`config.mk`:
```
export PLATFORM = sky130hd
export DESIGN_NAME = bit_serial_alu_ctrl
export DESIGN_NICKNAME = d
export VERILOG_FILES = /design/src/rtl/bit_serial_alu_ctrl.sv
export SDC_FILE = /design/constraint.sdc
export NUM_CORES = 1
export LEC_CHECK = 0
export BUFFER_PORTS_ARGS = -buffer_cell sky130_fd_sc_hd__buf_2
export CELL_PAD_IN_SITES_DETAIL_PLACEMENT = 1
export CELL_PAD_IN_SITES_GLOBAL_PLACEMENT = 1
export CORE_MARGIN = 2
export CORE_UTILIZATION = 38
export DETAILED_ROUTE_END_ITERATION = 8
export PLACE_DENSITY_LB_ADDON = 0.08
export SYNTH_ARGS = -nofsm -noshare
export SYNTH_HDL_FRONTEND = slang
export SYNTH_SLANG_ARGS = --single-unit
```
`constraint.sdc`:
```
create_clock -name clk -period 6.8 [get_ports clk]
set_input_delay 2.04 -clock clk [delete_from_list [all_inputs] [get_ports clk]]
set_output_delay 2.04 -clock clk [all_outputs]
set_load 0.05 [all_outputs]
```
`src/rtl/bit_serial_alu_ctrl.sv`:
```
// ============================================================================
// Module      : bit_serial_alu_ctrl
// Description : Bit-serial ALU. Pushes one operand bit per cycle, LSB first,
//               through a single 1-bit ALU slice (AND/OR/sum/less) and
//               assembles the result in an internal shift register. The
//               visible result and flags change only on entry to DONE.
// Ports       : clk      - clock, rising-edge active
//               rst_n    - synchronous active-low reset
//               start    - begin an operation (sampled in IDLE only)
//               op[3:0]  - 0000 AND, 0001 OR, 0010 ADD, 0110 SUB,
//                          0111 SLT, 1100 NOR, others give 0
//               a, b     - operands, captured when start is accepted
//               busy     - high whenever the FSM is not IDLE
//               done     - one-cycle pulse marking a valid result
//               result   - registered result, held until next operation
//               zero     - registered (result == 0)
//               overflow - registered signed overflow (ADD/SUB/SLT only)
// Revision    : 1.0 - initial release
// ============================================================================
`default_nettype none

module bit_serial_alu_ctrl #(
    parameter int WIDTH = 32
) (
    input  logic             clk,
    input  logic             rst_n,
    input  logic             start,
    input  logic [3:0]       op,
    input  logic [WIDTH-1:0] a,
    input  logic [WIDTH-1:0] b,
    output logic             busy,
    output logic             done,
    output logic [WIDTH-1:0] result,
    output logic             zero,
    output logic             overflow
);

    localparam int              CW     = $clog2(WIDTH);
    localparam logic [CW-1:0]   C_LAST = CW'(WIDTH - 1);

    typedef enum logic [1:0] {
        S_IDLE = 2'd0,
        S_RUN  = 2'd1,
        S_DONE = 2'd2
    } state_t;

    state_t           r_state;
    state_t           w_next;

    logic [WIDTH-1:0] r_a;
    logic [WIDTH-1:0] r_b;
    logic [3:0]       r_op;
    logic [WIDTH-1:0] r_shift;
    logic [CW-1:0]    r_cnt;
    logic             r_carry;
    logic             r_fin;    // all bits processed; next RUN edge publishes
    logic             r_ovf;

    // Slice control word: {ainvert, binvert, slice_op[1:0], arith}
    function automatic logic [4:0] f_decode(input logic [3:0] f_op);
        logic [4:0] v_ctl;
        case (f_op)
            4'b0000: v_ctl = 5'b0_0_00_0;
            4'b0001: v_ctl = 5'b0_0_01_0;
            4'b0010: v_ctl = 5'b0_0_10_1;
            4'b0110: v_ctl = 5'b0_1_10_1;
            4'b0111: v_ctl = 5'b0_1_10_1;
            4'b1100: v_ctl = 5'b1_1_00_0;
            default: v_ctl = 5'b0_0_11_0;
        endcase
        return v_ctl;
    endfunction

    logic [4:0] w_ctl;
    logic       w_ainv;
    logic       w_binv;
    logic [1:0] w_sop;
    logic       w_arith;
    logic       w_is_slt;
    logic       w_start_binv;

    assign w_ctl    = f_decode(r_op);
    assign w_ainv   = w_ctl[4];
    assign w_binv   = w_ctl[3];
    assign w_sop    = w_ctl[2:1];
    assign w_arith  = w_ctl[0];
    assign w_is_slt = (r_op == 4'b0111);

    // Carry preload needs Binvert of the op being accepted, before r_op holds it
    assign w_start_binv = (op == 4'b0110) || (op == 4'b0111) || (op == 4'b1100);

    // ---------------------------------------------------------------- slice
    logic w_abit;
    logic w_bbit;
    logic w_sum;
    logic w_cout;
    logic w_res;
    logic w_is_msb;
    logic w_ovf;
    logic w_less;

    assign w_abit   = r_a[r_cnt] ^ w_ainv;
    assign w_bbit   = r_b[r_cnt] ^ w_binv;
    assign w_sum    = w_abit ^ w_bbit ^ r_carry;
    assign w_cout   = (w_abit & w_bbit) | (w_abit & r_carry) | (w_bbit & r_carry);
    assign w_is_msb = (r_cnt == C_LAST);
    // At the MSB, r_carry is the carry into the MSB
    assign w_ovf    = w_arith & (r_carry ^ w_cout);
    assign w_less   = w_sum ^ w_ovf;

    always_comb begin
        w_res = 1'b0;
        case (w_sop)
            2'b00:   w_res = w_abit & w_bbit;
            2'b01:   w_res = w_abit | w_bbit;
            2'b10:   w_res = w_sum;
            default: w_res = 1'b0;   // Less input tied low
        endcase
    end

    // ------------------------------------------------------------------ FSM
    always_ff @(posedge clk) begin
        if (!rst_n) begin
            r_state <= S_IDLE;
        end else begin
            r_state <= w_next;
        end
    end

    always_comb begin
        w_next = r_state;
        busy   = 1'b0;
        done   = 1'b0;
        case (r_state)
            S_IDLE: begin
                if (start) begin
                    w_next = S_RUN;
                end
            end
            S_RUN: begin
                busy = 1'b1;
                if (r_fin) begin
                    w_next = S_DONE;
                end
            end
            S_DONE: begin
                busy   = 1'b1;
                done   = 1'b1;
                w_next = S_IDLE;
            end
            default: begin
                w_next = S_IDLE;
            end
        endcase
    end

    // ------------------------------------------------------------- datapath
    always_ff @(posedge clk) begin
        if (!rst_n) begin
            r_a      <= '0;
            r_b      <= '0;
            r_op     <= 4'b0000;
            r_shift  <= '0;
            r_cnt    <= '0;
            r_carry  <= 1'b0;
            r_fin    <= 1'b0;
            r_ovf    <= 1'b0;
            result   <= '0;
            zero     <= 1'b1;
            overflow <= 1'b0;
        end else begin
            case (r_state)
                S_IDLE: begin
                    if (start) begin
                        r_a     <= a;
                        r_b     <= b;
                        r_op    <= op;
                        r_cnt   <= '0;
                        r_carry <= w_start_binv;
                        r_fin   <= 1'b0;
                        r_ovf   <= 1'b0;
                    end
                end
                S_RUN: begin
                    if (!r_fin) begin
                        r_carry <= w_cout;
                        if (w_is_msb) begin
                            // Counter parks at the last bit; no wrap
                            r_fin <= 1'b1;
                            r_ovf <= w_ovf;
                            if (w_is_slt) begin
                                r_shift <= {{(WIDTH-1){1'b0}}, w_less};
                            end else begin
                                r_shift <= {w_res, r_shift[WIDTH-1:1]};
                            end
                        end else begin
                            r_cnt   <= r_cnt + 1'b1;
                            r_shift <= {w_res, r_shift[WIDTH-1:1]};
                        end
                    end else begin
                        // DONE entry edge: publish result and flags together
                        result   <= r_shift;
                        zero     <= (r_shift == '0);
                        overflow <= r_ovf;
                    end
                end
                default: begin
                end
            endcase
        end
    end

endmodule

`default_nettype wire

```
==> qor.csv <==
metric;value;unit
critPathRequiredTime;7.08;ns
total_of_fill_cells_in_the_finished_design;1929;
distinct_cells_synth;39;
cts_tree;done;
number_of_global_route_vias_before_repair;5574;
synth.top_cell.area_share;47.6;%
antenna_violations_before_repair;0;
final.period_utilization;53.1;%
number_of_routed_nets_with_antenna_violations;0;
die_w;130;um
root_buffer;sky130_fd_sc_hd__clkbuf_16;
postSynthAreaPerCell;7.91;um2
globalRouteMet3Util;4.14;%
cts_hold_buffers;0;
power_frac_clock;49.6;%
globalRoute.busiestLayer;met2;
core_region;15700;um2
outcome;complete, no violations;
cts_setup_buffers;0;
dp_worst_setup_slack;3.04;ns
synth_largest_area_cell;sky130_fd_sc_hd__dfxtp_1;
placement.io_buffers;106;
internal_power;0.00164;W
syn_to_final_growth;21.1;%
synth.yosys.seq_area_share;47.6;%
grt.total_usage;20.3;%
dr.pass1.iters;4;
grt_use_met2;32.2;%
grt_first_pass_wirelength;27400;um
design.die.area;17000;um2
powerDensity;289;nW/um2
clk-insertion-delay-late;0.42;ns
drive_gt1_share;17.7;%
cts_resized;0;
worst_slew_pin_slew;1.24;ns
switching_share;22.8;%
viasPerCell;5.11;
comb_power_share;8.4;%
synth_nets;845;
ys_top_cells_by_count;sky130_fd_sc_hd__nand2_1, sky130_fd_sc_hd__a21oi_1, sky130_fd_sc_hd__dfxtp_1, sky130_fd_sc_hd__clkbuf_1, sky130_fd_sc_hd__mux2i_1;
die_h;130;um
place.detailed.instances;1036;
synth_area;6060;um2
vias;5462;
synth_warnings;0;
post_drt_wl_per_cell;15.6;um
cts_made_buffers;17;
cts-root-to-sink-buffers;2;
max-slew-margin-rel;17.3;%
globalRoute.totalOverflow;0;
drt_iter0_drc;282;
share_of_flip_flops_with_an_asynchronous_set_or_reset;0;%
worst_ir_drop_vdd;189;uV
crit_path_end_kind;flop;
max_cap_violations;0;
pwr-share-seq;42.1;%
synth_edf_count;0;
rsz0062_at_grt;false;
worst_clock_skew;0.00675;ns
multi_input_area;2900;um2
slowest_stage;sky130_fd_sc_hd__dfxtp_2;
fmaxAchievable;0.277;GHz
leakage;2.79;nW
worstSetupStartpointType;flop;
yosys.cell_count.top_type;sky130_fd_sc_hd__nand2_1;
post_synth_main_area_contributors;sky130_fd_sc_hd__dfxtp_1, sky130_fd_sc_hd__nand2_1, sky130_fd_sc_hd__a21oi_1, sky130_fd_sc_hd__mux2i_1, sky130_fd_sc_hd__clkbuf_1;
cts_num_sinks;144;
timing.final.ws_setup;3.19;ns
setup_viol;0;
number_of_hold_slack_violations_in_the_final_timing_report;0;
total_number_of_h_tree_levels;4;
dp_hpwl;10800;um
final_max_slew_viol_count;0;
finalNonFillerCells;1068;
largest_net_degree_at_the_start_of_global_routing;86;
critical-path-top-cell-by-count;sky130_fd_sc_hd__xor2_1;
path_clk_slew;0.06;ns
antennaDiodeCount;0;
synthCells;766;
cpPeakStageDelay;1.07;ns
power.net_switching;0.000484;W
arrival;3.89;ns
setup-tns-final;0;ns
final.min_clock_period;3.61;ns
final_nets;918;
post_route_drc_violation_count;0;
timing.critical_path.cells;mux2i_1, a22oi_1, a211oi_1, nor4_4, xor2_1, fa_1, xor2_1, nand3_1, xnor2_1, o211ai_1, a21oi_1;
hold_path.class;reg2reg;
floorplan.initialDensity;38.5;%
worstSetupPathType;reg2reg;
std_cell_rows;46;
dominantRegCellSynth;sky130_fd_sc_hd__dfxtp_1;
finalWirelength;16600;um
design.portCount;107;
maximum_fanout_along_the_worst_path;35;
grt.met1_usage;27.9;%
post_synthesis_register_bit_count;144;
sequential_cell_area;2880;um2
fin_hold_ws;0.451;ns
gp_congestion;0.752;
state kept, by name, summed over array words and instances, names as in the netlist:
signal / cells
overflow: 1
r_a: 32
r_b: 32
r_carry: 1
r_cnt: 5
r_fin: 1
r_op: 4
r_ovf: 1
r_shift: 32
r_state: 2
result: 32
zero: 1
layout by cell type (no fill, tap or decap), types with 2 or more instances in the layout:
master / count
sky130_fd_sc_hd__nand2_1: 240
sky130_fd_sc_hd__a21oi_1: 146
sky130_fd_sc_hd__dfxtp_1: 143
sky130_fd_sc_hd__buf_2: 106
sky130_fd_sc_hd__mux2i_1: 33
sky130_fd_sc_hd__nand3_1: 32
sky130_fd_sc_hd__a22oi_1: 17
sky130_fd_sc_hd__clkbuf_16: 17
sky130_fd_sc_hd__nor2_1: 11
sky130_fd_sc_hd__nor4_1: 8
sky130_fd_sc_hd__nor2b_1: 7
sky130_fd_sc_hd__nand2b_1: 7
sky130_fd_sc_hd__o21ai_0: 7
sky130_fd_sc_hd__xor2_1: 7
sky130_fd_sc_hd__ha_1: 7
sky130_fd_sc_hd__buf_4: 7
sky130_fd_sc_hd__and2_1: 5
sky130_fd_sc_hd__bufinv_16: 5
sky130_fd_sc_hd__clkbuf_8: 5
sky130_fd_sc_hd__nand4_1: 4
sky130_fd_sc_hd__nor3_1: 4
sky130_fd_sc_hd__a211oi_1: 3
sky130_fd_sc_hd__xnor2_1: 3
sky130_fd_sc_hd__inv_1: 3
sky130_fd_sc_hd__o31ai_1: 2
sky130_fd_sc_hd__clkinv_2: 2
layout make-up:
type	instances	area share, %
Clock buffer	23	6.79
Timing Repair Buffer	113	7.95
Inverter	4	0.239
Sequential cell	144	39.3
Clock inverter	9	2.41
Tap cell	216	3.69
Multi-Input combinational cell	559	39.6
critical path: cells and delay by family (launching register included):
family	cells	cell delay, ns
compound gates	4	0.76
xor+xnor	3	0.56
fa+ha+maj	1	0.46
flops	1	1.07
mux	1	0.33
simple gates	2	0.26
worst paths after layout:
path / slack, ns / to / cells after the start / from
worst max register to register: 3.19 / r_shift[0] / 11 / r_cnt[2]
worst min-delay path: 0.45 / result[29] / 2 / result[29]
worst max-delay path: 3.19 / r_shift[0] / 11 / r_cnt[2]
worst min register to register: 0.45 / result[29] / 2 / result[29]
routing by layer:
| layer | share of wire [%] | vias up |
|---|---|---|
| li1 | - | 2737 |
| met5 | 0 | - |
| met3 | 4.0 | 17 |
| met4 | 1.2 | 0 |
| met2 | 46 | 104 |
| met1 | 49 | 2604 |
kinds of logic after synthesis:
group | count (synthesis) | share of synthesized area [%]
simple gates | 327 | 23.1
compound gates | 181 | 16.1
flops | 144 | 47.6
buf+inv | 63 | 4.55
mux | 33 | 5.45
xor+xnor | 10 | 1.45
fa+ha+maj | 8 | 1.78
power by group through the flow:
stage / combinational [W] / sequential (W) / clock [W]
global route: 0.000201 / 0.000896 / 0.00111
global placement: 0.000172 / 0.000908 / 0
detailed placement: 0.000178 / 0.000910 / 0
finish: 0.000178 / 0.000892 / 0.00105
CTS: 0.000180 / 0.000892 / 0.00107
floorplan: 0.000124 / 0.000903 / 0
per-stage QoR:
| step | cell area, um2 | util (%) | power [W] |
|---|---|---|---|
| global route | 7330 | 46.7 | 0.00221 |
| CTS | 7330 | 46.7 | 0.00214 |
| floorplan | 6060 | - | 0.00103 |
| detailed placement | 6660 | 42.4 | 0.00109 |
| finish | 7330 | 46.7 | 0.00212 |
| global placement | 6660 | 42.4 | 0.00108 |
No activity file was read; power rests on OpenSTA's default activity.
